<file path="config.mk">
export PLATFORM = sky130hd
export DESIGN_NAME = ras_ctrl
export DESIGN_NICKNAME = d
export VERILOG_FILES = /design/src/rtl/ras_ctrl_pkg.sv /design/src/rtl/ras_ctrl_op_decode.sv /design/src/rtl/ras_ctrl.sv
export SDC_FILE = /design/constraint.sdc
export NUM_CORES = 1
export LEC_CHECK = 0
export ABC_AREA = 1
export BUFFER_PORTS_ARGS = -buffer_cell sky130_fd_sc_hd__buf_2
export CAP_MARGIN = 20
export CORE_MARGIN = 2
export CORE_UTILIZATION = 36
export DETAILED_ROUTE_END_ITERATION = 7
export GPL_TIMING_DRIVEN = 1
export PLACE_DENSITY_LB_ADDON = 0.15
export SLEW_MARGIN = 20
export SYNTH_ARGS = -nofsm -noshare
export SYNTH_HDL_FRONTEND = slang
export SYNTH_SLANG_ARGS = --single-unit
</file>
<file path="constraint.sdc">
create_clock -name clk -period 1.75 [get_ports clk]
set_input_delay 0.35 -clock clk [delete_from_list [all_inputs] [get_ports clk]]
set_output_delay 0.35 -clock clk [all_outputs]
set_load 0.005 [all_outputs]
</file>
<file path="src/rtl/ras_ctrl_pkg.sv">
// Shared types and constants for the return-address-stack controller.
//
// Contents:
//   ras_op_t          one staged RAS operation (push, pop, checkpoint, address)
//   ras_ctrl_state_t  controller FSM states (RUN, FLUSH)
//   LINK_REG_X1/X5    RISC-V link registers used by the RAS hint rules
//   is_link_reg()     true when a register index is a link register
package cva5_types;

    typedef struct packed {
        logic        push;
        logic        pop;
        logic        branch_fetched;
        logic [31:0] new_addr;
    } ras_op_t;

    typedef enum logic [0:0] {
        RUN   = 1'b0,
        FLUSH = 1'b1
    } ras_ctrl_state_t;

    localparam logic [4:0] LINK_REG_X1 = 5'd1;
    localparam logic [4:0] LINK_REG_X5 = 5'd5;

    function automatic logic is_link_reg(input logic [4:0] reg_addr);
        return (reg_addr == LINK_REG_X1) || (reg_addr == LINK_REG_X5);
    endfunction

endpackage

</file>
<file path="src/rtl/ras_ctrl_op_decode.sv">
// ras_op_decode: combinational RAS classification of one fetch instruction.
//
// Ports:
//   is_jal, is_jalr     control-flow kind
//   is_branch           instruction needs an RAS checkpoint
//   is_compressed       16-bit encoding (return address = pc + 2)
//   rd_addr, rs1_addr   register indices used by the link-register hints
//   pc                  instruction PC
//   op                  decoded push/pop/checkpoint and return address
module ras_op_decode
    import cva5_types::*;
(
    input  logic        is_jal,
    input  logic        is_jalr,
    input  logic        is_branch,
    input  logic        is_compressed,
    input  logic [4:0]  rd_addr,
    input  logic [4:0]  rs1_addr,
    input  logic [31:0] pc,
    output ras_op_t     op
);

    logic rd_link_s;
    logic rs1_link_s;

    assign rd_link_s  = is_link_reg(rd_addr);
    assign rs1_link_s = is_link_reg(rs1_addr);

    // Link-register hint classification and return-address computation.
    always_comb begin
        op                = '0;
        op.branch_fetched = is_branch;
        op.new_addr       = pc + (is_compressed ? 32'd2 : 32'd4);
        if (is_jal) begin
            op.push = rd_link_s;
            op.pop  = 1'b0;
        end else if (is_jalr) begin
            // A JALR with rd==rs1 (both link) is a plain call: push only.
            op.push = rd_link_s;
            op.pop  = rs1_link_s & (~rd_link_s | (rd_addr != rs1_addr));
        end else begin
            op.push = 1'b0;
            op.pop  = 1'b0;
        end
    end

endmodule

</file>
<file path="src/rtl/ras_ctrl.sv">
// ras_ctrl: return-address-stack controller between fetch decode and the RAS.
//
// Classifies each accepted instruction into RAS push/pop, registers the
// operation for one cycle, limits in-flight checkpointed branches to MAX_IDS
// and quiesces RAS traffic for one cycle after any flush.
//
// Ports:
//   clk, rst_n                      clock, asynchronous active-low reset
//   fetch_valid / fetch_ready       instruction handshake
//   is_jal, is_jalr, is_branch,
//   is_compressed, rd_addr,
//   rs1_addr, pc                    decoded instruction fields
//   branch_retire                   oldest checkpointed branch retired
//   fetch_flush, early_flush        flush requests
//   ras_push, ras_pop, ras_new_addr registered RAS operation
//   ras_branch_fetched              registered checkpoint push
//   ras_branch_retired              combinational copy of branch_retire
//
// Optional feature: define RAS_UNDERFLOW_GUARD_EN to suppress pops while the
// occupancy estimate is zero.
module ras_ctrl
    import cva5_types::*;
#(
    parameter int RAS_ENTRIES = 8,
    parameter int MAX_IDS     = 8
) (
    input  logic        clk,
    input  logic        rst_n,
    input  logic        fetch_valid,
    output logic        fetch_ready,
    input  logic        is_jal,
    input  logic        is_jalr,
    input  logic        is_branch,
    input  logic        is_compressed,
    input  logic [4:0]  rd_addr,
    input  logic [4:0]  rs1_addr,
    input  logic [31:0] pc,
    input  logic        branch_retire,
    input  logic        fetch_flush,
    input  logic        early_flush,
    output logic        ras_push,
    output logic        ras_pop,
    output logic [31:0] ras_new_addr,
    output logic        ras_branch_fetched,
    output logic        ras_branch_retired
);

    localparam int IW = $clog2(MAX_IDS + 1);
    localparam int OW = $clog2(RAS_ENTRIES + 1);

    ras_ctrl_state_t state_r;
    ras_ctrl_state_t state_next_s;
    ras_op_t         dec_op_s;
    ras_op_t         guarded_op_s;
    ras_op_t         stage_r;
    ras_op_t         stage_next_s;
    logic [IW-1:0]   inflight_r;
    logic [IW-1:0]   inflight_next_s;
    logic [IW:0]     inflight_sum_s;
    logic [OW-1:0]   occ_r;
    logic [OW-1:0]   occ_next_s;
    logic            flush_s;
    logic            accept_s;

    ras_op_decode u_decode (
        .is_jal        (is_jal),
        .is_jalr       (is_jalr),
        .is_branch     (is_branch),
        .is_compressed (is_compressed),
        .rd_addr       (rd_addr),
        .rs1_addr      (rs1_addr),
        .pc            (pc),
        .op            (dec_op_s)
    );

    assign flush_s  = fetch_flush | early_flush;
    assign accept_s = fetch_valid & fetch_ready;

    // The staged checkpoint counts against the limit before it reaches inflight.
    assign inflight_sum_s = {1'b0, inflight_r} + {{IW{1'b0}}, stage_r.branch_fetched};
    assign fetch_ready    = (state_r == RUN) & (inflight_sum_s < (IW + 1)'(MAX_IDS));

    assign ras_push           = stage_r.push;
    assign ras_pop            = stage_r.pop;
    assign ras_new_addr       = stage_r.new_addr;
    assign ras_branch_fetched = stage_r.branch_fetched;
    assign ras_branch_retired = branch_retire;

    // Optional underflow guard; occ_r already includes every staged op.
    always_comb begin
        guarded_op_s = dec_op_s;
`ifdef RAS_UNDERFLOW_GUARD_EN
        if (occ_r == {OW{1'b0}}) begin
            guarded_op_s.pop = 1'b0;
        end else begin
            guarded_op_s.pop = dec_op_s.pop;
        end
`endif
    end

    // FSM next state and stage register load; a flush drops the accept.
    always_comb begin
        state_next_s = state_r;
        stage_next_s = '0;
        case (state_r)
            RUN: begin
                if (flush_s) begin
                    state_next_s = FLUSH;
                end else if (accept_s) begin
                    state_next_s = RUN;
                    stage_next_s = guarded_op_s;
                end else begin
                    state_next_s = RUN;
                end
            end
            FLUSH: begin
                if (flush_s) begin
                    state_next_s = FLUSH;
                end else begin
                    state_next_s = RUN;
                end
            end
            default: begin
                state_next_s = RUN;
            end
        endcase
    end

    // Saturating occupancy estimate, updated as each op is staged.
    always_comb begin
        occ_next_s = occ_r;
        case ({stage_next_s.push, stage_next_s.pop})
            2'b10: begin
                if (occ_r != OW'(RAS_ENTRIES)) begin
                    occ_next_s = occ_r + OW'(1);
                end else begin
                    occ_next_s = occ_r;
                end
            end
            2'b01: begin
                if (occ_r != {OW{1'b0}}) begin
                    occ_next_s = occ_r - OW'(1);
                end else begin
                    occ_next_s = occ_r;
                end
            end
            default: begin
                occ_next_s = occ_r;
            end
        endcase
    end

    // In-flight checkpoint count; flushes discard all speculative branches.
    always_comb begin
        inflight_next_s = inflight_r;
        if (flush_s) begin
            inflight_next_s = {IW{1'b0}};
        end else begin
            case ({stage_r.branch_fetched, branch_retire})
                2'b10: begin
                    if (inflight_r != IW'(MAX_IDS)) begin
                        inflight_next_s = inflight_r + IW'(1);
                    end else begin
                        inflight_next_s = inflight_r;
                    end
                end
                2'b01: begin
                    if (inflight_r != {IW{1'b0}}) begin
                        inflight_next_s = inflight_r - IW'(1);
                    end else begin
                        inflight_next_s = inflight_r;
                    end
                end
                default: begin
                    inflight_next_s = inflight_r;
                end
            endcase
        end
    end

    // State, stage and counter registers.
    always_ff @(posedge clk or negedge rst_n) begin
        if (!rst_n) begin
            state_r    <= RUN;
            stage_r    <= '0;
            inflight_r <= {IW{1'b0}};
            occ_r      <= {OW{1'b0}};
        end else begin
            state_r    <= state_next_s;
            stage_r    <= stage_next_s;
            inflight_r <= inflight_next_s;
            occ_r      <= occ_next_s;
        end
    end

endmodule

</file>
==> results.sh <==
export IMPL_core_region_area_um2=6420
export IMPL_critPathLaunchType="primary input"
export IMPL_ys_ff_latch=40
export IMPL_hold_class="in2async"
export IMPL_report_final_slew_viol_count=0
export IMPL_tns_ns=0
export IMPL_utilization_pct=49.2
export IMPL_finalCritPeriodShare_pct=92.5
export IMPL_rsz0062_at_grt="no"
export IMPL_finClkSkew_ns=0.00397
export IMPL_die_h_um=86.1
export IMPL_worst_pin_slew_ns=0.523
export IMPL_die_x_um=86.1
export IMPL_antenna_cells=0
export IMPL_gp_congestion=0.881
export IMPL_finalPower_mw=1.92
export IMPL_dp_slack_ns=-0.309
export IMPL_cts_tree="yes"
export IMPL_start_util_pct=37.8
export IMPL_maxCapViolCount=0
export IMPL_outcome="completed"
export IMPL_rows=29
export IMPL_synth_cell_type_count=26
export IMPL_setup_slack_ns=0.131
export IMPL_setup_viol=0
export IMPL_drc_errors=0
export IMPL_ys_warn_count=0
export IMPL_grt_pass1_vias=2416
export IMPL_synth_nets=413
export IMPL_vias=2441
export IMPL_vdd_drop_max_v=0.000285
export IMPL_die_area_um2=7420
export IMPL_overflow=0
export IMPL_worstPathRequired_ns=1.93
export IMPL_power_density_nw_per_um2=609
export IMPL_r2r_slack_ns=0.18
export IMPL_clock_latency_ns=0.29
export IMPL_min_period_ns=1.62
export IMPL_wl_per_cell_um=12.0
export IMPL_wl_um=6420
export IMPL_cts_buffers=5
export IMPL_grt_pass1_wl_um=11000
export IMPL_track_usage_pct=18.9
export IMPL_drt_iter0_drc=97
export IMPL_avgSynthCellArea_um2=6.84
export IMPL_fmax_mhz=618
export IMPL_reg2reg_to="inflight_r[3]"
export IMPL_cp_arrival_ns=1.80
export IMPL_cts_buffer_depth=2
export IMPL_syn_area_um2=2430
export IMPL_placement_io_buffers=88
export IMPL_htreeDepth=2
export IMPL_cp_endpoint="ras_new_addr[31]"
export IMPL_leakagePower_nw=1.74
export IMPL_ant_nets=0
export IMPL_syn_inst=355
export IMPL_r2r_cells=8
export IMPL_area_growth_pct=30.1
export IMPL_drive_above_1_share_pct=26.8
export IMPL_nFillCells=677
export IMPL_dp_cells=528
export IMPL_fin_nets=516
export IMPL_cts_root_buf="clkbuf_8"
export IMPL_yosysSeqAreaShare_pct=41.2
export IMPL_startpoint="is_compressed"
export IMPL_firstDrtPassIters=4
export IMPL_crit_path_end_kind="flip-flop"
export IMPL_post_dp_hpwl_um=5170
export IMPL_final_cell_mix="nand2_1, buf_2, nor2_1"
export IMPL_instances_no_fill=536
export IMPL_path_clk_slew_ns=0.08
export IMPL_max_slew_margin_pct=65.2
export IMPL_vias_per_cell=4.55
export IMPL_final_common_cell="nand2_1"
export IMPL_antenna_found_initial=0
export IMPL_grt_max_degree=22
export IMPL_crit_type="in2reg"
export IMPL_cts_sinks=40
export IMPL_timing_rr_start="ras_branch_fetched"
export IMPL_hold_violations=0
export IMPL_crit_path_max_fanout=6
export IMPL_pin_count=89
export IMPL_ctsHoldBuffers=0
[power breakdown]
group | switching [mW] | internal [mW] | total [mW]
Clock | 0.331 | 0.321 | 0.652
Combinational | 0.185 | 0.130 | 0.315
Sequential | 0.0147 | 0.942 | 0.957
[flip-flops by register name, indices dropped and copies added (netlist names)]
| register | cells |
|---|---|
| ras_push | 1 |
| ras_pop | 1 |
| ras_branch_fetched | 1 |
| state_r | 1 |
| ras_new_addr | 32 |
| inflight_r | 4 |
[timing repair]
action | 4_1_cts | 5_1_grt
resized for setup | 0 | 4
endpoints found under the hold margin | 0 | 0
setup buffers | 0 | 0
endpoints found under the setup margin | 0 | 7
[per-stage QoR]
stage / hold WS [ns] / instance area (um^2)
2_1_floorplan: 0.0544 / 2430
3_3_place_gp: 0.342 / 3050
3_5_place_dp: 0.358 / 3050
4_1_cts: 0.0395 / 3150
5_1_grt: 0.0499 / 3160
6_report: 0.0236 / 3160
[critical path, cell delays in order]
cell and delay (ns):
buf_2 0.09, ha_1 0.16, inv_1 0.06, fa_2 0.38, nor2_2 0.15, nand3_2 0.11
nor2_4 0.18, nand2_2 0.09, nor3_1 0.16, nor2_1 0.06
[routing by layer]
metal,GRT usage [%],vias up,part of all wire (%),wire (um)
li1,-,1282,-,-
met4,5.05,0,1.1,71
met1,25.2,1085,48,3050
met3,4.91,6,5.5,356
met5,0,-,0,0
met2,30.4,68,46,2940
[how the worst min path moves through the flow]
stage / endpoint / slack [ns] / cells past startpoint
6_report: inflight_r[2] / 0.02 / 1
5_1_grt: inflight_r[2] / 0.05 / 1
4_1_cts: inflight_r[2] / 0.04 / 1
3_5_place_dp: inflight_r[2] / 0.36 / 1
3_3_place_gp: inflight_r[1] / 0.34 / 1
2_1_floorplan: inflight_r[0] / 0.05 / 0
[cells in the mapped netlist, drive strengths merged]
master	number	area (um^2)
o21ai	13	65.1
and3	1	6.26
and2	3	18.8
a21oi	7	35.0
fa	2	40.0
nand4	1	6.26
xor2	3	26.3
inv	43	161
nand3	14	75.1
nor4	1	6.26
nand3b	3	22.5
nand2	115	437
nor3	6	30.0
dfrtp	40	1000
or2	1	6.26
ha	4	50.1
buf	3	20.0
clkbuf	1	13.8
nor2	91	382
xnor2	3	26.3
[cell families (layout without fill, tap and decap cells)]
family	after synthesis	after routing	synth area share, %
AO/OA/AOI/OAI	20	20	4.12
buffers and inverters	47	151	8.04
flip-flops	40	40	41.2
AND/OR/NAND/NOR	236	236	40.8
XOR/XNOR	6	6	2.16
adder cells (fa/ha/maj)	6	6	3.71
[cell type report]
class / count / area, um^2 / share of cell area, %
Tap cell: 77 / 96.3 / 3.05
Clock inverter: 1 / 7.51 / 0.238
Clock buffer: 7 / 86.3 / 2.73
Sequential cell: 40 / 1000 / 31.7
Multi-Input combinational cell: 268 / 1250 / 39.6
Inverter: 43 / 161 / 5.11
Timing Repair Buffer: 100 / 556 / 17.6
Note: power is estimated with default switching activity, not from simulation.
